## config.mk

```make
export PLATFORM = sky130hd
export DESIGN_NAME = fetch_queue
export DESIGN_NICKNAME = d
export VERILOG_FILES = /design/src/rtl/fetch_queue.sv
export SDC_FILE = /design/constraint.sdc
export NUM_CORES = 1
export LEC_CHECK = 0
export ABC_AREA = 1
export CAP_MARGIN = 20
export CORE_ASPECT_RATIO = 2
export CORE_MARGIN = 5
export CORE_UTILIZATION = 50
export CTS_CLUSTER_DIAMETER = 150
export DETAILED_ROUTE_END_ITERATION = 8
export PLACE_DENSITY_LB_ADDON = 0.05
export SYNTH_ARGS = -nofsm -noshare
export SYNTH_HDL_FRONTEND = slang
export SYNTH_SLANG_ARGS = --single-unit
```

## constraint.sdc

```tcl
create_clock -name clk -period 2.85 [get_ports clk]
set_clock_uncertainty 0.1 [all_clocks]
set_input_delay 0.57 -clock clk [delete_from_list [all_inputs] [get_ports clk]]
set_output_delay 0.57 -clock clk [all_outputs]
set_load 0.01 [all_outputs]
```

## src/rtl/fetch_queue.sv

```systemverilog
// Fetch-to-Decode instruction queue: circular buffer with valid/ready output,
// full back-pressure to Fetch, and whole-queue discard on redirect.
module fetch_queue #(
    parameter int unsigned DEPTH = 4
) (
    input  logic                       clk,
    input  logic                       reset,
    input  logic                       F_valid,
    input  logic [31:0]                F_PC,
    input  logic [31:0]                F_instr,
    input  logic [4:0]                 F_exc,
    output logic                       F_pause,
    input  logic                       flush,
    input  logic                       D_ready,
    output logic                       D_valid,
    output logic [31:0]                D_PC,
    output logic [31:0]                D_instr,
    output logic [4:0]                 D_exc,
    output logic [$clog2(DEPTH):0]     count
);
    localparam int unsigned AW = $clog2(DEPTH);
    localparam int unsigned CW = AW + 1;

    logic [31:0]   r_pc    [DEPTH];
    logic [31:0]   r_instr [DEPTH];
    logic [4:0]    r_exc   [DEPTH];
    logic [AW-1:0] r_wp;
    logic [AW-1:0] r_rp;
    logic [CW-1:0] r_count;

    logic w_full;
    logic w_empty;
    logic w_push;
    logic w_pop;

    assign w_full  = (r_count == CW'(DEPTH));
    assign w_empty = (r_count == '0);
    // Push eligibility looks only at the registered count, so no D_ready -> F_pause path.
    assign w_push  = F_valid && !w_full;
    assign w_pop   = D_ready && !w_empty;

    always_ff @(posedge clk or negedge reset) begin
        if (!reset) begin
            r_wp    <= '0;
            r_rp    <= '0;
            r_count <= '0;
            for (int unsigned i = 0; i < DEPTH; i++) begin
                r_pc[i]    <= '0;
                r_instr[i] <= '0;
                r_exc[i]   <= '0;
            end
        end else if (flush) begin
            r_wp    <= '0;
            r_rp    <= '0;
            r_count <= '0;
        end else begin
            if (w_push) begin
                r_pc[r_wp]    <= F_PC;
                // A faulting fetch is stored as a nop so it can never decode as real work.
                r_instr[r_wp] <= (F_exc != 5'd0) ? 32'h0 : F_instr;
                r_exc[r_wp]   <= F_exc;
                r_wp          <= r_wp + AW'(1);
            end
            if (w_pop) begin
                r_rp <= r_rp + AW'(1);
            end
            if (w_push && !w_pop) begin
                r_count <= r_count + CW'(1);
            end else if (!w_push && w_pop) begin
                r_count <= r_count - CW'(1);
            end
        end
    end

    assign F_pause = w_full;
    assign D_valid = !w_empty;
    assign D_PC    = w_empty ? 32'h0 : r_pc[r_rp];
    assign D_instr = w_empty ? 32'h0 : r_instr[r_rp];
    assign D_exc   = w_empty ? 5'h0  : r_exc[r_rp];
    assign count   = r_count;

endmodule
```

# Word-level counts from Yosys, hierarchy flattened
# Cells that the tools add are included.
[totals] regBits=283 inputBits=74 word_cells=68
[op_classes] add_sub_neg=4 n_lt_le_gt_ge=3 n_eq_ne=1 mux=27 bitwise_logic=3 n_reduce_logical=15
[ops] op="128-bit bitwise mux" count=2
[ops] op="32-bit 2-to-1 mux" count=8
[ops] op="32-bit binary-select mux with 2-bit select" count=2
[ops] op="32-bit demux with 2-bit select" count=1
[ops] op="20-bit bitwise mux" count=1
[ops] op="5-bit 2-to-1 mux" count=4
[ops] op="5-bit binary-select mux with 2-bit select" count=1
[ops] op="5-bit demux with 2-bit select" count=1
[ops] op="3-bit 2-to-1 mux" count=3
[ops] op="2-bit 2-to-1 mux" count=4
[ops] op="3-bit greater-or-equal comparator (second input constant)" count=2
[ops] op="2-bit inverter with 3-bit output" count=2
[ops] op="1-bit logical AND" count=5
[ops] op="5-bit nonzero test" count=1
[ops] op="2-bit by 1-bit adder with 2-bit output (second input constant)" count=2
[ops] op="1-bit logical NOT" count=4
[ops] op="2-bit nonzero test" count=2
[ops] op="3-bit by 1-bit adder with 3-bit output (second input constant)" count=1
[ops] op="3-bit == test (second input constant)" count=1
[ops] op="3-bit logical NOT" count=1
[ops] op="3-bit by 1-bit < comparator with 1-bit output (second input constant)" count=1
[ops] op="3-bit nonzero test" count=1
[ops] op="3-bit by 1-bit subtractor with 3-bit output (second input constant)" count=1
[ops] op="2-bit AND reduction" count=1
[ops] op="1-bit inverter" count=1

# Longest topological paths before layout
# Gate-level depths: netlist of run 1.
[depth] word_depth=8 mapped_depth=11 ltp_nobuf=11

# Worst setup path before layout of run 1
# No wires, ideal clock.
[synth_path] path_kind="reg2out" startpoint="register r_count[1] (netlist: count[1])" endpoint="output port D_PC[22]" arrival_ns=1.454 slack_ns=0.726 stages_incl_launch_ff=7 path_buffers=2 path_cell_list="dfrtp_1 > nor2_4 > nand2_1 > inv_2 > buf_2 > buf_1 > a21oi_1"
[synth_between] elab_chain_cells=2
[synth_lines] item="start, declared" line="29" rtl="logic [CW-1:0] r_count;"
[synth_lines] item="start signal, assigned" line="68" rtl="r_count <= r_count + CW'(1);"
[synth_lines] item="start signal, assigned" line="70" rtl="r_count <= r_count - CW'(1);"
[synth_lines] item="3-bit logical NOT" line="37" rtl="assign w_empty = (r_count == '0);"
[synth_lines] item="32-bit 2-to-1 mux" line="77" rtl="assign D_PC = w_empty ? 32'h0 : r_pc[r_rp];"
[synth_lines] item="end, declared" line="16" rtl="output logic [31:0] D_PC,"
# Every way passes these cells.

# Final worst setup path of run 1
[layout_path] startpoint="register r_rp[0]" endpoint="output port D_instr[28]"
[layout_between] elab_chain_cells=5
[layout_lines] item="start, declared" line="28" rtl="logic [AW-1:0] r_rp;"
[layout_lines] item="start signal, assigned" line="65" rtl="r_rp <= r_rp + AW'(1);"
[layout_lines] item="2-bit inverter with 3-bit output (implied by the code)" line="78" rtl="assign D_instr = w_empty ? 32'h0 : r_instr[r_rp];"
[layout_lines] item="32-bit binary-select mux with 2-bit select" line="78"
[layout_lines] item="32-bit 2-to-1 mux (implied by the code) (2 in series)" line="78"
[layout_lines] item="32-bit 2-to-1 mux" line="78"
[layout_lines] item="end, declared" line="17" rtl="output logic [31:0] D_instr,"
# Every way passes these cells. The select of a mux whose other input is x is not followed.

==> summary.txt, run 1 <==
Outcome
  – Status: finished, final reports clean

Power and ir drop
  – Sw frac: 35.2%
  – Power share of the clock group: 25.2%
  – Power Density: between 800 and 900 nW/µm²
  – Final Power: 0.0147 W
  – Combinational share of power: a little over a third
  – VDD IR max: ~0.57 mV
  – Power Internal: roughly 0.0095 W
  – Leakage: ~7.9 nW
  – NetSw: 0.00517 W
  – Reg power frac: between 30 and 40%

STA
  – Setup WS post-layout: 0.0371 ns
  – Final setup fails: 0
  – Fmax: 356 MHz
  – Pins Over Slew Limit: 0
  – Actual slew at the worst max-slew pin: 0.593 ns
  – RSZ-0062 raised after global routing: false
  – Slew HR: about three fifths
  – Final period util: 98.7%
  – Final critical-path required period: roughly 2.8 ns
  – Fin Hold WS: between 0.3 and 0.4 ns
  – Final hold vios: 0

Logic synthesis
  – Commonest cells in the netlist: nand2_1 (430), o21ai_0 (415), dfrtp_1 (283), a21oi_1 (210), inv_1 (184)
  – Most frequent cell after synthesis: nand2_1
  – Top_reg_cell synth: dfrtp_1
  – Syn avg cell area: 7.87 µm²
  – Ys async rst share: 100%
  – Area fraction of the dominant cell type after synthesis: 52.6%
  – Register area share after synthesis: a little over half
  – Synth Net Count: approximately 1800
  – Netlist cell types: 24
  – Synth top area cells: dfrtp_1 (53%), o21ai_0 (15%), nand2_1 (12%), a21oi_1 (7.8%), inv_1 (5.1%)
  – Cell count after synthesis: 1713
  – Synthesized cell area: between 10000 and 15000 µm²
  – Largest area contributor in the synthesized netlist: dfrtp_1
  – Synth Warn #: 0
  – Flops & latches, synth: between 200 and 300
  – Post-synth EDFFs: 0

Final layout
  – Diodes inserted: 0
  – Fillers: ~2500
  – Layout cell share with drive strength beyond 1: roughly 7.5%
  – Storage cell area: slightly above 7000 µm²
  – Area occupied by multi-input gates: just over 5000 µm²
  – Final instance area: roughly 16000 µm²
  – Nets: between 1500 and 2000
  – Syn-to-layout area delta: 21.3%
  – Final core utilization: 61.0%

Critical path
  – WP data required: between 2 and 2.5 ns
  – Worst setup EP type: output port
  – Crit-path most repeated cell: a21oi_1
  – CP max-delay cell: dfrtp_4
  – Crit path kind: reg -> out
  – Startpoint types: flip-flop
  – Max incr delay on CP: 0.56 ns
  – Reg2Reg Setup Slack: around 0.82 ns
  – CP Data Arrival Time: roughly 2.1 ns
  – Crit path max fanout: 50
  – Crit-path cells: buf_12 > a21oi_1 > o21ai_0 > a21oi_1 > clkdlybuf4s15_1

Die
  – Die area: around 31000 µm²
  – Vert. Die Dim: roughly 240 µm
  – Initial Util: about half
  – Rows: 85
  – Ports: 148
  – Die W: between 100 and 150 µm
  – CORE AREA: between 20000 and 30000 µm²

CTS
  – CTS tree: built
  – CTS Buf Count: 26
  – Clk root buf: clkbuf_16
  – CTS H-tree lvls: 1
  – CTS Sinks: between 200 and 300
  – Clock slew at reported path FFs: 0.06 ns
  – Worst skew pair latency: roughly 0.54 ns
  – Bufs on Longest Clock Path: 3

Placement
  – Dpl hpwl: 24100 µm
  – Dpl cell area: between 15000 and 20000 µm²
  – Routability Congestion: 0.803
  – Pre-CTS WS: 0.128 ns
  – IO buf count: ~150

Route
  – Vias per inst: between 5 and 6
  – WL final: approximately 40000 µm
  – Avg WL per Cell: around 18 µm
  – DRT iter0 DRCs: just over 1000
  – Drt first pass iters: 5
  – Detail Route Antenna Nets: 0
  – DR DRC count: 0
  – DR vias: approximately 12000

Global routing
  – Tot GR Track Use: ~26%
  – First-pass GRT wire length: between 60000 and 70000 µm
  – Initial antenna violation count: 0
  – Vias in the first global route: 11968
  – Total grt overflow: 0
  – Pin count of the biggest net entering global routing: approximately 110

Run
  – # Max-Cap Violations: 0

Min path
  – Hold WC Path Type: reg -> reg
==> per-layer routing <==
metal	up-vias	track usage [%]	part of all wire, %
met5	-	0	0
met4	0	9.07	2.9
met3	65	3.05	5.1
met2	388	46.2	52
met1	5856	32.0	40
li1	5723	-	-
==> final cells by class <==
type | count | area share, %
clock buffer | 42 | 4.85
tap | 348 | 2.67
multi-input combinational | 1114 | 31.4
sequential | 283 | 43.4
inverter | 187 | 4.39
clock inverter | 5 | 0.613
timing repair buffer | 204 | 12.7
==> cells in the final DEF (no fill, tap or decap), drive strengths merged <==
| cell | count |
|---|---|
| a21boi | 1 |
| a21oi | 210 |
| buf | 66 |
| bufbuf | 1 |
| bufinv | 3 |
| clkbuf | 50 |
| clkdlybuf4s15 | 7 |
| clkdlybuf4s50 | 77 |
| clkinv | 2 |
| dfrtp | 283 |
| dlygate4sd2 | 44 |
| dlygate4sd3 | 1 |
| fa | 1 |
| ha | 4 |
| inv | 187 |
| nand2 | 431 |
| nand3 | 5 |
| nand4 | 3 |
| nor2 | 40 |
| nor3 | 1 |
| o21ai | 417 |
| xor2 | 1 |
==> worst max-delay path, delay by kind of cell, from the launching register on <==
| kind | cells | cell delay (ns) |
|---|---|---|
| DFF | 1 | 0.56 |
| buffers and inverters | 2 | 0.49 |
| AOI/OAI and AO/OA | 3 | 0.53 |
==> cells by family after synthesis <==
group / Yosys count / share of synthesized area (%)
AND/OR/NAND/NOR: 480 / 13.7
XOR/XNOR: 1 / 0.0650
buffers and inverters: 316 / 9.68
AO/OA/AOI/OAI: 628 / 23.4
flip-flops: 283 / 52.6
adder cells (fa/ha/maj): 5 / 0.520
==> repair_timing <==
action                                  4_1_cts  5_1_grt
pin swaps                                    12       12
resized for setup                           123       30
hold buffers                                  1        0
hold endpoints to repair                     55        0
cloned                                        1        0
buffers inserted                              6        1
endpoints found under the setup margin       69       22
==> through the flow <==
stage / TNS [ns] / cells
6_report: 0 / 2183
5_1_grt: 0 / 2183
4_1_cts: -0.00979 / 2182
3_5_place_dp: 0 / 2127
3_3_place_gp: 0 / 2127
2_1_floorplan: 0 / 1713
==> worst paths after layout <==
check                      depth (start not counted)                      end                  from
min                                                2     r_pc[16]$_DFFE_PN0P_  r_pc[16]$_DFFE_PN0P_
min reg2reg                                        2     r_pc[16]$_DFFE_PN0P_  r_pc[16]$_DFFE_PN0P_
max in group asynchronous                          3     count[0]$_DFFE_PN0P_                 reset
max reg2reg                                        7     r_pc[84]$_DFFE_PN0P_  count[1]$_DFFE_PN0P_
min in group asynchronous                          2  r_instr[52]$_DFFE_PN0P_                 reset
max                                                5              D_instr[28]   r_rp[0]$_DFFE_PN0P_
==> power groups by stage <==
stage / Clock (W) / Sequential [W] / Combinational [W]
global route: 0.00392 / 0.00598 / 0.00574
floorplan: 0 / 0.00578 / 0.00293
CTS: 0.00377 / 0.00585 / 0.00516
finish: 0.00370 / 0.00585 / 0.00514
global placement: 0 / 0.00587 / 0.00520
detailed placement: 0 / 0.00592 / 0.00529
==> sequential cells by signal (all words and copies together), names as in the netlist <==
| signal | count |
|---|---|
| r_exc | 20 |
| r_pc | 128 |
| r_instr | 128 |
| r_rp | 2 |
| count | 3 |
| r_wp | 2 |
Power figures use the tool's default switching activity.
==> run 2: changes to the inputs <==
PLACE_DENSITY = 0.72   (was not set)
PLACE_DENSITY_LB_ADDON = not set   (was 0.05)
==> summary.txt, run 2 (same netlist as run 1, synthesis figures left out) <==
Final layout
  – Area occupied by multi-input gates: 5130 µm² (about the same)
  – Largest regs: r_instr x128, r_pc x128, r_exc x20
  – Fillers: 2391 (-5.6%)
  – Final core utilization: 60.2% (-0.80 points)
  – Most common cell after layout, fill and taps aside: nand2_1
  – Syn-to-layout area delta: 19.7%
  – Nets: 1891 (-0.21%)
  – Most frequent cells in the layout: nand2_1 (430), o21ai_0 (404), dfrtp_1 (281)
  – Layout cell share with drive strength beyond 1: 8.33% (+0.87 points)
  – Post-Layout Cell Count: 2172 (-0.50%)
  – Storage cell area: 7090 µm² (about the same)
  – Diodes inserted: 0 (unchanged)
  – Final instance area: 16100 µm² (-1.3%)

Route
  – Vias per inst: 5.59 (+1.5%)
  – DR DRC count: 0 (unchanged)
  – Avg WL per Cell: 18.0 µm (-1.4%)
  – DRT iter0 DRCs: 1232 (+21%)
  – Detail Route Antenna Nets: 0 (unchanged)
  – Drt first pass iters: 6 (+1)
  – DR vias: 12152 (+1.0%)
  – WL final: 39100 µm (-1.9%)

Critical path
  – CP max-delay cell: dfrtp_4
  – CP Data Arrival Time: 2.15 ns (about the same)
  – Crit path kind: reg -> out
  – Crit path max fanout: 25 (-50%)
  – Crit-path cells: inv_12 > buf_16 > buf_12 > a21oi_1 > o21ai_0 > a21oi_1 > clkdlybuf4s15_1
  – Max incr delay on CP: 0.53 ns (-0.03 ns)
  – Worst setup EP type: output port
  – Startpoint types: flip-flop
  – Crit-path most repeated cell: a21oi_1
  – WP data required: 2.18 ns (about the same)

Placement
  – Routability Congestion: 0.856 (+6.6%)
  – Dpl hpwl: 24700 µm (+2.6%)
  – IO buf count: 147 (unchanged)
  – Dpl cell area: 15400 µm² (about the same)
  – Pre-CTS WS: 0.229 ns (+0.101 ns)
  – Placed Cells: 2128 (+0.047%)

STA
  – Slew HR: 55.9% (-4.5 points)
  – Fmax: 355 MHz (-0.23%)
  – Post-Route Setup TNS: 0 ns (unchanged)
  – Actual slew at the worst max-slew pin: 0.661 ns (+0.0680 ns)
  – Final critical-path required period: 2.82 ns (+0.00642 ns)
  – Pins Over Slew Limit: 0 (unchanged)
  – Final period util: 98.9% (+0.23 points)
  – Setup WS post-layout: 0.0307 ns (-0.00642 ns)
  – Final setup fails: 0 (unchanged)
  – Final hold vios: 0 (unchanged)

Die
  – Die area: 30500 µm² (unchanged)
  – CORE AREA: 26800 µm² (unchanged)
  – Ports: 148 (unchanged)
  – Vert. Die Dim: 242 µm (unchanged)
  – Initial Util: 50.3% (unchanged)
  – Rows: 85 (unchanged)
  – Die W: 126 µm (unchanged)

Global routing
  – Total grt overflow: 0 (unchanged)
  – Vias in the first global route: 12338 (+3.1%)
  – First-pass GRT wire length: 63700 µm (-1.1%)
  – Initial antenna violation count: 0 (unchanged)
  – Tot GR Track Use: 25.5% (-0.33 points)
  – Pin count of the biggest net entering global routing: 87 (-24%)

Power and ir drop
  – Leakage: 7.79 nW (-1.7%)
  – VDD IR max: 0.659 mV (+15%)
  – Power Density: 882 nW/µm² (-1.9%)

Min path
  – Hold WC Path Type: reg -> reg

CTS
  – CTS H-tree lvls: 1 (unchanged)
  – Clk root buf: clkbuf_16
  – CTS Buf Count: 25 (-3.8%)
  – CTS tree: built
  – Clock slew at reported path FFs: 0.07 ns (about the same)
  – Worst skew pair latency: 0.53 ns (about the same)
  – CTS Sinks: 283 (unchanged)
  – Bufs on Longest Clock Path: 3 (unchanged)

Run
  – # Max-Cap Violations: 0 (unchanged)

Outcome
  – Status: finished, final reports clean
## run 2: cell types whose count changed in the layout (fill, tap and decap cells not counted), moves of 3 or more
cell | previous run | this run
o21ai_1 | 7 | 13
dlygate4sd2_1 | 44 | 21
a21oi_1 | 204 | 201
buf_16 | 1 | 4
buf_8 | 4 | 1
clkdlybuf4s15_1 | 6 | 9
a21oi_2 | 6 | 9
clkbuf_1 | 9 | 3
o21ai_0 | 409 | 404
clkbuf_2 | 8 | 28
## run 2: routing by layer
metal / vias to the layer above / global-route usage [%] / part of all wire [%]
li1: 5711 / - / -
met5: - / 0 / 0
met4: 0 / 13.5 / 5.2
met1: 5839 / 31.1 / 38
met2: 484 / 44.0 / 51
met3: 118 / 2.85 / 5.6
## run 2: repair_timing
item / 4_1_cts / 5_1_grt
setup buffers: 1 / 2
gates resized for setup: 129 / 68
pin swaps: 8 / 12
hold endpoints to repair: 71 / 0
cloned: 1 / 0
setup endpoints to repair: 69 / 52
hold buffers: 1 / 0
## run 2: final timing paths
kind	cells after the start	to	slack, ns	startpoint
worst max-delay path	7	D_PC[1]	0.03	r_rp[0]$_DFFE_PN0P_
worst min-delay path	2	r_pc[15]$_DFFE_PN0P_	0.38	r_pc[15]$_DFFE_PN0P_
worst max register to register	6	r_instr[124]$_DFFE_PN0P_	0.86	count[0]$_DFFE_PN0P_
worst min register to register	2	r_pc[15]$_DFFE_PN0P_	0.38	r_pc[15]$_DFFE_PN0P_
max in group asynchronous	3	r_pc[85]$_DFFE_PN0P_	1.31	reset
min in group asynchronous	2	r_pc[6]$_DFFE_PN0P_	0.53	reset
## run 2: metrics by stage
stage	hold WS, ns	power, W
floorplan	0.174	0.00870
global placement	0.356	0.0110
detailed placement	0.363	0.0112
CTS	0.377	0.0143
global route	0.414	0.0152
finish	0.377	0.0142
## run 2: critical path: cells and delay by family, from the launching register on
family                 cells  cell delay [ns]
buffers and inverters      4             0.69
AO/OA/AOI/OAI              3             0.36
flip-flops                 1             0.53
## run 2: final cells by class
cell class	count	area share (%)
Sequential cell	283	44.0
Multi-Input combinational cell	1114	31.8
Timing Repair Buffer	201	12.2
Clock buffer	36	4.63
Inverter	187	4.43
Tap cell	348	2.70
Clock inverter	3	0.272
## run 2: power breakdown
group / internal [W] / switching (W) / leakage (nW) / total (W)
clock network: 0.00189 / 0.00144 / 0.392 / 0.00333
logic: 0.00187 / 0.00314 / 3.78 / 0.00501
registers: 0.00538 / 0.000508 / 3.62 / 0.00589
total: 0.00914 / 0.00509 / 7.79 / 0.0142
